<file path="config.mk">
export PLATFORM = sky130hd
export DESIGN_NAME = mem_arbiter_rr
export DESIGN_NICKNAME = d
export VERILOG_FILES = /design/src/rtl/mem_arbiter_rr.sv
export SDC_FILE = /design/constraint.sdc
export NUM_CORES = 1
export LEC_CHECK = 0
export CORE_ASPECT_RATIO = 1.5
export CORE_MARGIN = 10
export CORE_UTILIZATION = 28
export CTS_CLUSTER_DIAMETER = 150
export DETAILED_ROUTE_END_ITERATION = 8
export PLACE_DENSITY = 0.76
export SETUP_SLACK_MARGIN = 0.02
export SLEW_MARGIN = 15
export SYNTH_ARGS = -nofsm -noshare
export SYNTH_HDL_FRONTEND = slang
export SYNTH_SLANG_ARGS = --single-unit
</file>
<file path="constraint.sdc">
create_clock -name CLK -period 1.4 [get_ports CLK]
set_input_delay 0.14 -clock CLK [delete_from_list [all_inputs] [get_ports CLK]]
set_output_delay 0.14 -clock CLK [all_outputs]
set_load 0.05 [all_outputs]
</file>
<file path="src/rtl/mem_arbiter_rr.sv">
// mem_arbiter_rr
// Round-robin arbiter giving NUM_CORES cores shared access to one single-port
// synchronous RAM. A core may hold the bus for up to MAX_LOCK consecutive
// grants by keeping its lock bit high. Reads are tagged with the granted core
// index and delayed by RD_LAT cycles, so each core can see when mem_q carries
// its data.
//
// Ports:
//   CLK       system clock
//   rst       asynchronous, active-high reset
//   req       per-core access request (level)
//   wren_in   per-core write enable, sampled together with req
//   lock      per-core request to keep the grant on the next cycle
//   addr_in   packed per-core addresses, core i at [i*ADDR_W +: ADDR_W]
//   wdata_in  packed per-core write data, core i at [i*DATA_W +: DATA_W]
//   gnt       one-hot grant, combinational in the request cycle
//   mem_addr  RAM address (granted core's address, 0 when idle)
//   mem_data  RAM write data (granted core's data, 0 when idle)
//   mem_wren  RAM write enable (granted core's wren, 0 when idle)
//   mem_q     RAM read data
//   rdata     mem_q broadcast to all cores
//   rvalid    one-hot; marks the core whose read data is on rdata this cycle
module mem_arbiter_rr #(
  parameter int NUM_CORES = 2,
  parameter int ADDR_W    = 8,
  parameter int DATA_W    = 8,
  parameter int RD_LAT    = 1,
  parameter int MAX_LOCK  = 4
) (
  input  logic                          CLK,
  input  logic                          rst,
  input  logic [NUM_CORES-1:0]          req,
  input  logic [NUM_CORES-1:0]          wren_in,
  input  logic [NUM_CORES-1:0]          lock,
  input  logic [NUM_CORES*ADDR_W-1:0]   addr_in,
  input  logic [NUM_CORES*DATA_W-1:0]   wdata_in,
  output logic [NUM_CORES-1:0]          gnt,
  output logic [ADDR_W-1:0]             mem_addr,
  output logic [DATA_W-1:0]             mem_data,
  output logic                          mem_wren,
  input  logic [DATA_W-1:0]             mem_q,
  output logic [DATA_W-1:0]             rdata,
  output logic [NUM_CORES-1:0]          rvalid
);

  localparam int IDX_W = (NUM_CORES > 1) ? $clog2(NUM_CORES) : 1;
  // lock_cnt counts grants already taken under lock; renewing is allowed
  // only while it is below this limit, so one core holds at most MAX_LOCK.
  localparam logic [3:0] LOCK_LIMIT = 4'(MAX_LOCK - 1);

  logic [IDX_W-1:0]  rr_ptr;
  logic [IDX_W-1:0]  owner;
  logic              locked_valid;
  logic [3:0]        lock_cnt;

  logic [RD_LAT-1:0] tag_vld;
  logic [IDX_W-1:0]  tag_idx [RD_LAT];

  logic              any_gnt;
  logic [IDX_W-1:0]  g_idx;
  logic [IDX_W-1:0]  cand;

  // Grant selection: a live lock wins while its owner still requests;
  // otherwise scan req cyclically starting at rr_ptr.
  always_comb begin
    // NOTE: every variable gets a default before any branch so no path
    // leaves it unassigned, which would infer a latch.
    any_gnt = 1'b0;
    g_idx   = '0;
    cand    = '0;
    if (!rst) begin
      if (locked_valid && req[owner]) begin
        any_gnt = 1'b1;
        g_idx   = owner;
      end else begin
        for (int k = 0; k < NUM_CORES; k++) begin
          cand = IDX_W'((int'(rr_ptr) + k) % NUM_CORES);
          if (!any_gnt && req[cand]) begin
            any_gnt = 1'b1;
            g_idx   = cand;
          end
        end
      end
    end
  end

  // Datapath mux: only the granted core's fields reach the RAM.
  always_comb begin
    gnt      = '0;
    mem_addr = '0;
    mem_data = '0;
    mem_wren = 1'b0;
    if (any_gnt) begin
      gnt      = NUM_CORES'(1) << g_idx;
      mem_addr = addr_in[int'(g_idx)*ADDR_W +: ADDR_W];
      mem_data = wdata_in[int'(g_idx)*DATA_W +: DATA_W];
      mem_wren = wren_in[g_idx];
    end
  end

  // Round-robin pointer and bounded lock bookkeeping.
  always_ff @(posedge CLK or posedge rst) begin
    if (rst) begin
      // NOTE: sequential state is updated with non-blocking assignments so
      // every register samples pre-edge values regardless of block order.
      rr_ptr       <= '0;
      owner        <= '0;
      locked_valid <= 1'b0;
      lock_cnt     <= '0;
    end else if (any_gnt) begin
      rr_ptr <= IDX_W'((int'(g_idx) + 1) % NUM_CORES);
      if (lock[g_idx] && lock_cnt < LOCK_LIMIT) begin
        locked_valid <= 1'b1;
        owner        <= g_idx;
        lock_cnt     <= lock_cnt + 1'b1;
      end else begin
        locked_valid <= 1'b0;
        lock_cnt     <= '0;
      end
    end else begin
      locked_valid <= 1'b0;
      lock_cnt     <= '0;
    end
  end

  // Read-tag pipeline: one stage per cycle of RAM read latency. The last
  // stage lines up with the cycle in which mem_q holds the read data.
  always_ff @(posedge CLK or posedge rst) begin
    if (rst) begin
      // NOTE: this small tag array is reset, unlike a RAM, because a stale
      // valid bit surviving reset would fire a spurious rvalid.
      tag_vld <= '0;
      for (int i = 0; i < RD_LAT; i++) tag_idx[i] <= '0;
    end else begin
      tag_vld[0] <= any_gnt && !mem_wren;
      tag_idx[0] <= g_idx;
      for (int i = 1; i < RD_LAT; i++) begin
        tag_vld[i] <= tag_vld[i-1];
        tag_idx[i] <= tag_idx[i-1];
      end
    end
  end

  assign rvalid = tag_vld[RD_LAT-1] ? (NUM_CORES'(1) << tag_idx[RD_LAT-1]) : '0;
  assign rdata  = mem_q;

endmodule

</file>
==> flow_summary.yaml, run 1 <==
timing:
  hold_viol: 0
  setup_viol: 19
  min_period_ns: 1.81
  grt_setup_unrepaired: "true"
  timing.final.ws_setup_ns: -0.415
  max_freq_ghz: 0.551
  setup_tns_ns: -7.14
  slew_viol_final: 0
  skew_ns: 0.00449
  min_period_over_period_pct: 130
global_routing:
  grtUsageMet1_pct: 9.65
  grtUsageMet2_pct: 20.5
  busiest_layer: "met2"
  grt-ovfl-total: 0
  grt_pass1_wl_um: 4950
  grt.total_usage_pct: 13.2
  grt_use_met3_pct: 16.2
  antenna_found_initial: 0
  grt_max_degree: 18
  first_global_vias: 1021
final_layout:
  drive_gt1_share_pct: 48.9
  fin_util_pct: 71.5
  fin_area_um2: 1770
  areaGrowthSynthToFinish_pct: 143
  n_antenna_cell: 0
  stdcell_count: 163
  fin_nets: 189
clock_network:
  cts_buffers: 3
  postCtsHoldBufs: 0
  cts_tree: "done"
  ctsRootBufferMaster: "clkbuf_4"
  insertion_delay_ns: 0.26
  cts.sink_count: 9
  clock_path_buffers: 2
  clk_pin_slew_worst_paths_ns: 0.06
  h-tree-depth: 1
status:
  violations: "setup timing"
  status: "complete, but fails checks"
synth:
  synthTopCellsByCount: "a22o_2, dfrtp_1, buf_4"
  yosys_warnings: 0
  async_flop_share_pct: 100
  yosys_register_bits: 9
  avgSynthCellArea_um2: 10.3
  netlist_area_um2: 729
  syn_inst: 71
  synth-edff-count: 0
  post-synth-top-count-cell: "a22o_2"
  ys.flop_type: "dfrtp_1"
  synth_cell_types: 26
  synth_area_leaders: "dfrtp_1, a22o_2, buf_4, buf_6, mux2i_1"
  synth_top_area_share_pct: 30.9
  seq_area_frac_synth_pct: 30.9
  yosys.area.top_type: "dfrtp_1"
route:
  drtIter0Drc: 3
  vias: 845
  drc: 0
  finalWirelength_um: 3030
  wl_per_cell_um: 18.6
  drt-pass1-iter-count: 2
  antenna_left: 0
  viasPerCell: 5.18
worst_hold_path:
  hold-path-cell-count: 0
  hold_path.class: "in2out"
  hold_path.startpoint: "mem_q[1]"
  whs_endpoint: "rdata[1]"
worst_setup_path:
  reg2reg_to: "owner"
  start_kind: "register"
  cp-end-kind: "output port"
  rr_startpoint: "locked_valid"
  r2r_slack_ns: 0.02
  worst_path_largest_cell_delay_ns: 0.39
  worstPathRequired_ns: 1.26
  critPathArrivalTime_ns: 1.67
  path_cells: "mux2i_2, a21oi_2, buf_6, a22o_2, buf_12"
  rr_worst_depth: 5
  crit_fanout: 16
  crit_type: "reg2out"
  critPathSlowestCell: "dfrtp_1"
power:
  irDropWorstVdd_v: 0.000345
  powerDensity_nw_per_um2: 699
  p_leak_uw: 0.000767
die:
  rows: 22
  dieArea_um2: 5090
  fp.dieW_um: 61.7
  ios: 77
  fp.dieH_um: 82.5
  core_area_um2: 2480
  start_util_pct: 29.4
place:
  io_buffers: 60
  routabilityCongestion: 0.775
  place_hpwl_um: 2700
  place_inst: 158
  placed_cell_area_um2: 1670
job:
  max_cap_viol_count: 0
==> through the flow <==
step | hold slack (ns) | setup WS, ns | power (uW)
global route | 0.280 | -0.491 | 1290
finish | 0.280 | -0.415 | 1240
floorplan | -0.0321 | -0.109 | 686
detailed placement | 0.280 | -0.298 | 1010
global placement | 0.280 | -0.219 | 1000
CTS | 0.280 | -0.412 | 1230
==> critical path: cells and delay by family (launching register included) <==
family | cells | cell delay [ns]
AO/OA/AOI/OAI | 2 | 0.39
buffers and inverters | 2 | 0.33
flip-flops | 1 | 0.39
multiplexers | 1 | 0.29
==> registers in the layout, indices dropped and copies added, names as in the netlist <==
register      flops
lock_cnt          4
locked_valid      1
owner             1
rr_ptr            1
tag_idx           1
tag_vld           1
==> layout make-up <==
| class | count | area [um^2] |
|---|---|---|
| clock buffers | 4 | 26.3 |
| fillers | 161 | 707 |
| inverters | 2 | 7.51 |
| multi-input cells | 49 | 534 |
| flip-flops and latches | 9 | 225 |
| well taps | 24 | 30.0 |
| repair buffers | 75 | 947 |
==> layout by cell type, fill, tap and decap left out, drive strengths merged, types with 3 or more instances in the layout <==
| cell type | netlist | final |
|---|---|---|
| a22o | 17 | 17 |
| dfrtp | 9 | 9 |
| clkdlybuf4s50 | 0 | 39 |
| a21oi | 5 | 5 |
| mux2i | 3 | 3 |
| nand2b | 3 | 3 |
| clkbuf | 0 | 4 |
| buf | 12 | 36 |
| nand2 | 3 | 3 |
| nand3 | 3 | 3 |
==> timing repair <==
action,CTS,global route
gates resized for setup,7,6
pin swaps,1,0
endpoints found under the setup margin,20,24
buffers inserted,0,1
endpoints found under the hold margin,0,0
==> layer usage <==
layer,up-vias,part of all wire [%]
met5,-,0
met4,0,0.89
met3,4,25
met2,59,47
met1,389,27
li1,393,-
==> where the power goes <==
part / switching (uW) / leakage, uW / total (uW) / internal, uW
clock: 90.0 / 0.0000150 / 200 / 110
combinational: 335 / 0.000639 / 744 / 409
sequential: 15.4 / 0.000112 / 294 / 278
==> worst max path at each step <==
stage / start / end / slack [ns]
2_1_floorplan: locked_valid / mem_wren / -0.11
3_3_place_gp: rst / mem_data[4] / -0.22
3_5_place_dp: rst / mem_data[7] / -0.30
4_1_cts: locked_valid / mem_data[3] / -0.41
5_1_grt: locked_valid / mem_data[7] / -0.49
6_report: locked_valid / mem_data[7] / -0.41
==> cell families (layout without fill, tap and decap cells) <==
kind of cell    count (synthesis)  in the layout  synth area share (%)
compound gates                 26             26                  33.1
fa+ha+maj                       1              1                  1.71
buf+inv                        14             81                  15.4
flops                           9              9                  30.9
mux                             4              4                  6.17
other cells                     1              2                 0.514
simple gates                   16             16                  12.2
Power figures use the tool's default switching activity.
==> run 2, diff against run 1 <==
--- a/config.mk
+++ b/config.mk
@@ -5,12 +5,15 @@
 export SDC_FILE = /design/constraint.sdc
 export NUM_CORES = 1
 export LEC_CHECK = 0
+export CELL_PAD_IN_SITES_DETAIL_PLACEMENT = 1
+export CELL_PAD_IN_SITES_GLOBAL_PLACEMENT = 1
 export CORE_ASPECT_RATIO = 1.5
 export CORE_MARGIN = 10
-export CORE_UTILIZATION = 28
+export CORE_UTILIZATION = 19
 export CTS_CLUSTER_DIAMETER = 150
 export DETAILED_ROUTE_END_ITERATION = 8
-export PLACE_DENSITY = 0.76
+export HOLD_SLACK_MARGIN = 0.15
+export PLACE_DENSITY = 0.78
 export SETUP_SLACK_MARGIN = 0.02
 export SLEW_MARGIN = 15
 export SYNTH_ARGS = -nofsm -noshare
==> run 2 against run 1 <==
Net effect:
- the flow still finishes with violations (setup timing)
- wire length rose by 12%
- final area up 7.3%
- combinational power rose by 3.6%
- largest power group unchanged
==> flow_summary.yaml, run 2 (synthesis gave the netlist of run 1 again) <==
final_layout:
  nFillCells: 373
  fin_nets: 191
  regMostFlops: "lock_cnt"
  layout_commonest_cell: "clkdlybuf4s50_1"
  n_antenna_cell: 0
  fin_area_um2: 1900
  final_cell_mix: "clkdlybuf4s50_1, buf_12, a22o_4"
  multi_input_area_um2: 594
  drive_gt1_share_pct: 51.8
  fin_util_pct: 51.6
  areaGrowthSynthToFinish_pct: 161
  seq_area_um2: 226
  largest_reg_flops: 4
place:
  io_buffers: 60
  routabilityCongestion: 0.735
  placed_cell_area_um2: 1710
  place_hpwl_um: 2840
route:
  antenna_left: 0
  viasPerCell: 4.69
  drtIter0Drc: 0
  vias: 863
  finalWirelength_um: 3410
  drt-pass1-iter-count: 1
  drc: 0
  wl_per_cell_um: 18.5
die:
  core_area_um2: 3680
  fp.dieH_um: 95.9
  ios: 77
  dieArea_um2: 6770
  rows: 27
  start_util_pct: 19.8
  fp.dieW_um: 70.6
power:
  irDropWorstVdd_v: 0.000352
  power.internal_uw: 904
  switching_share_pct: 34.2
  p_clk_share_pct: 22.1
  power_frac_seq_pct: 21.8
  comb_power_share_pct: 56.1
  powerDensity_nw_per_um2: 723
  p_total_uw: 1370
  p_leak_uw: 0.000827
  p_sw_uw: 470
clock_network:
  ctsRootBufferMaster: "clkbuf_8"
  h-tree-depth: 1
  insertion_delay_ns: 0.24
  cts_tree: "done"
  cts_buffers: 3
  clock_path_buffers: 2
  cts.sink_count: 9
  postCtsHoldBufs: 0
  clk_pin_slew_worst_paths_ns: 0.04
status:
  status: "complete, but fails checks"
  violations: "setup timing"
timing:
  setup_viol: 19
  slew_viol_final: 0
  timing.final.ws_setup_ns: -0.415
  min_period_over_period_pct: 130
  skew_ns: 0.00144
  max_freq_ghz: 0.551
  grt_setup_unrepaired: "true"
  min_period_ns: 1.81
  whs_ns: 0.280
  hold_viol: 0
worst_setup_path:
  worst_path_largest_cell_delay_ns: 0.44
  critPathArrivalTime_ns: 1.67
  start_kind: "register"
  crit_fanout: 14
  path_cells: "mux2i_4, a21oi_4, buf_12, mux2i_4, buf_12"
  critPathSlowestCell: "dfrtp_2"
  cp-end-kind: "output port"
  worstPathRequired_ns: 1.26
  crit_type: "reg2out"
global_routing:
  antenna_found_initial: 0
  first_global_vias: 1030
  grtUsageMet2_pct: 17.0
  grt.total_usage_pct: 9.36
  grt_pass1_wl_um: 5100
  grt-ovfl-total: 0
  grtUsageMet1_pct: 7.26
  grt_use_met3_pct: 6.49
  busiest_layer: "met2"
  grt_max_degree: 18
worst_hold_path:
  hold_path.class: "in2out"
job:
  max_cap_viol_count: 0
[run 2: final cells by class]
class,count,area share [%]
timing repair buffer,77,51.2
inverter,2,0.395
sequential,9,11.9
multi-input combinational,49,31.3
clock buffer,4,2.37
tap,43,2.83
[run 2: critical path: cells and delay by family (launching register included)]
kind | cells | cell delay (ns)
buffers and inverters | 2 | 0.34
DFF | 1 | 0.44
muxes | 2 | 0.47
AOI/OAI and AO/OA | 1 | 0.19
[run 2: worst paths after layout]
| path | start | endpoint | slack, ns | cells after the start |
|---|---|---|---|---|
| worst min register to register | lock_cnt[0] | lock_cnt[0] | 0.48 | 1 |
| max in group asynchronous | rst | locked_valid | 0.74 | 3 |
| worst max register to register | locked_valid | tag_vld | 0.01 | 5 |
| min in group asynchronous | rst | owner | 0.39 | 3 |
| worst min-delay path | mem_q[5] | rdata[5] | 0.28 | 0 |
| worst max-delay path | locked_valid | mem_wren | -0.41 | 5 |
[run 2: power by group through the flow]
stage | Sequential (uW) | Clock [uW] | Combinational, uW
final | 299 | 304 | 771
after global routing | 301 | 319 | 808
after CTS | 294 | 313 | 734
after detailed placement | 296 | 0 | 717
after global placement | 295 | 0 | 705
after floorplan | 292 | 0 | 394
[run 2: timing repair]
action	CTS	global route
gates resized for setup	5	18
setup buffers	1	1
gates cloned	0	0
pin swaps	1	2
setup endpoints to repair	19	23
[run 2: layer usage]
| layer | part of all wire [%] | up-vias |
|---|---|---|
| li1 | - | 396 |
| met1 | 33 | 408 |
| met2 | 51 | 50 |
| met3 | 14 | 9 |
| met4 | 2.6 | 0 |
| met5 | 0 | - |
[run 2: per-stage QoR]
stage	setup WS [ns]	cells	setup TNS, ns
after floorplan	-0.109	72	-1.01
after CTS	-0.424	183	-7.22
after global placement	-0.283	178	-3.68
final	-0.415	184	-6.90
after detailed placement	-0.316	178	-4.26
after global routing	-0.460	184	-7.66
==> run 3, diff against run 2 <==
--- a/config.mk
+++ b/config.mk
@@ -12,8 +12,9 @@
 export CORE_UTILIZATION = 19
 export CTS_CLUSTER_DIAMETER = 150
 export DETAILED_ROUTE_END_ITERATION = 8
+export GPL_TIMING_DRIVEN = 0
 export HOLD_SLACK_MARGIN = 0.15
-export PLACE_DENSITY = 0.78
+export PLACE_DENSITY_LB_ADDON = 0.3
 export SETUP_SLACK_MARGIN = 0.02
 export SLEW_MARGIN = 15
 export SYNTH_ARGS = -nofsm -noshare
==> run 3 against run 2 <==
Net effect:
- non-clock buffer count increased by 13
- register-to-register slack got worse by 0.32 ns
- sequential power about the same
- hold slack improved by 0.019 ns
- setup slack improved by 0.034 ns
- core utilization decreased by 2.8 points
- clock skew increased by 0.00052 ns
- power decreased by 3.6%
- critical path depth unchanged
- flip-flop and latch count unchanged
- count of clock-buffer cells in the layout unchanged
- clock power decreased by 5%
- the flow still finishes with violations (setup timing)
==> flow_summary.yaml, run 3 (synthesis gave the netlist of run 1 again) <==
timing:
  relSlewSlack_pct: 65.8
  setup_viol: 25
  tightest_slew_ns: 0.511
  min_period_over_period_pct: 127
  whs_ns: 0.299
  min_period_ns: 1.78
  skew_ns: 0.00197
  grt_setup_unrepaired: "true"
  hold_viol: 0
  timing.final.ws_setup_ns: -0.380
  slew_viol_final: 0
  max_freq_ghz: 0.562
worst_setup_path:
  start_kind: "register"
  critPathArrivalTime_ns: 1.64
  crit_fanout: 4
  critPathSlowestCell: "dfrtp_1"
  path_cells: "mux2_4, a21oi_4, buf_4, a22o_2, buf_6"
  worst_path_largest_cell_delay_ns: 0.42
  cp-end-kind: "output port"
  crit_type: "reg2out"
  worstPathRequired_ns: 1.26
place:
  io_buffers: 68
  place_hpwl_um: 2860
  routabilityCongestion: 0.732
route:
  drtIter0Drc: 2
  vias: 914
  finalWirelength_um: 3250
  antenna_left: 0
  wl_per_cell_um: 16.5
  viasPerCell: 4.64
  drt-pass1-iter-count: 2
  drc: 0
final_layout:
  final_cell_mix: "clkdlybuf4s50_1, buf_4, buf_8"
  drive_gt1_share_pct: 46.1
  areaGrowthSynthToFinish_pct: 146
  regMostFlops: "lock_cnt"
  largest_reg_flops: 4
  layout_commonest_cell: "clkdlybuf4s50_1"
  fin_util_pct: 48.8
  n_antenna_cell: 0
  fin_nets: 204
die:
  start_util_pct: 19.8
  core_area_um2: 3680
  ios: 77
  rows: 27
  fp.dieH_um: 95.9
  dieArea_um2: 6770
  fp.dieW_um: 70.6
power:
  p_leak_uw: 0.000806
  powerDensity_nw_per_um2: 738
  irDropWorstVdd_v: 0.000345
clock_network:
  cts_tree: "done"
  ctsRootBufferMaster: "clkbuf_8"
  clk_pin_slew_worst_paths_ns: 0.04
  clock_path_buffers: 2
  cts_buffers: 3
  h-tree-depth: 1
  insertion_delay_ns: 0.23
  cts.sink_count: 9
worst_hold_path:
  hold_path.class: "in2async"
global_routing:
  grt.total_usage_pct: 9.09
  grt_max_degree: 11
  antenna_found_initial: 0
  grt_pass1_wl_um: 4990
  first_global_vias: 1060
  grt-ovfl-total: 0
job:
  max_cap_viol_count: 0
status:
  status: "complete, but fails checks"
  violations: "setup timing"
-- run 3: changes by cell type in the layout (fill, tap and decap cells not counted), sizes merged --
| cell | before | now |
|---|---|---|
| clkdlybuf4s50 | 38 | 46 |
| clkbuf | 4 | 5 |
| clkdlybuf4s15 | 0 | 1 |
| dlymetal6s2s | 1 | 0 |
| dlygate4sd2 | 0 | 1 |
| buf | 38 | 41 |
-- run 3: repair_timing --
item                       4_1_cts  5_1_grt
hold buffers                     0        0
pin swaps                        3        2
gates resized for setup        151       11
gates cloned                     0        0
setup endpoints to repair       25       27
buffers inserted                 8        2
-- run 3: final timing paths --
check                                  start           to  slack [ns]  cells past startpoint
worst max-delay path            locked_valid  mem_data[0]       -0.38                      5
max in group asynchronous                rst      tag_idx        0.85                      2
worst min register to register   lock_cnt[0]  lock_cnt[0]        0.43                      1
min in group CLK                 lock_cnt[0]  lock_cnt[0]        0.43                      1
worst min-delay path                     rst  lock_cnt[0]        0.30                      2
worst max register to register  locked_valid        owner       -0.31                      8
-- run 3: metrics by stage --
| step | instances | TNS, ns | instance area, um^2 | setup slack (ns) | total power (uW) |
|---|---|---|---|---|---|
| 6_report | 197 | -7.44 | 1800 | -0.380 | 1330 |
| 3_5_place_dp | 183 | -19.17 | 1560 | -1.10 | 945 |
| 5_1_grt | 197 | -9.13 | 1800 | -0.452 | 1390 |
| 2_1_floorplan | 72 | -1.01 | 825 | -0.109 | 686 |
| 4_1_cts | 195 | -7.67 | 1740 | -0.427 | 1310 |
| 3_3_place_gp | 183 | -18.74 | 1560 | -1.08 | 935 |
-- run 3: critical path: cells and delay by family (launching register included) --
kind,cells,cell delay (ns)
muxes,1,0.34
DFF,1,0.42
buffers and inverters,2,0.31
AOI/OAI and AO/OA,2,0.34
-- run 3: layout make-up --
cell class                      count  area, um^2
Inverter                            2        7.51
Clock buffer                        4        45.0
Sequential cell                     9         225
Timing Repair Buffer               78         830
Fill cell                         405        1890
Tap cell                           43        53.8
Buffer                             12         118
Multi-Input combinational cell     49         518
-- run 3: metal layers --
layer	track usage (%)	part of all wire (%)	routed length, um
met1	6.74	27	867
met2	16.0	52	1680
met3	8.65	20	653
met4	3.40	1.3	43
met5	0	0	0
-- run 3: power breakdown --
part | internal [uW] | leakage, uW | switching [uW]
logic | 372 | 0.000671 | 363
registers | 279 | 0.000112 | 20.8
clock network | 198 | 0.0000228 | 92.5
total | 849 | 0.000806 | 476
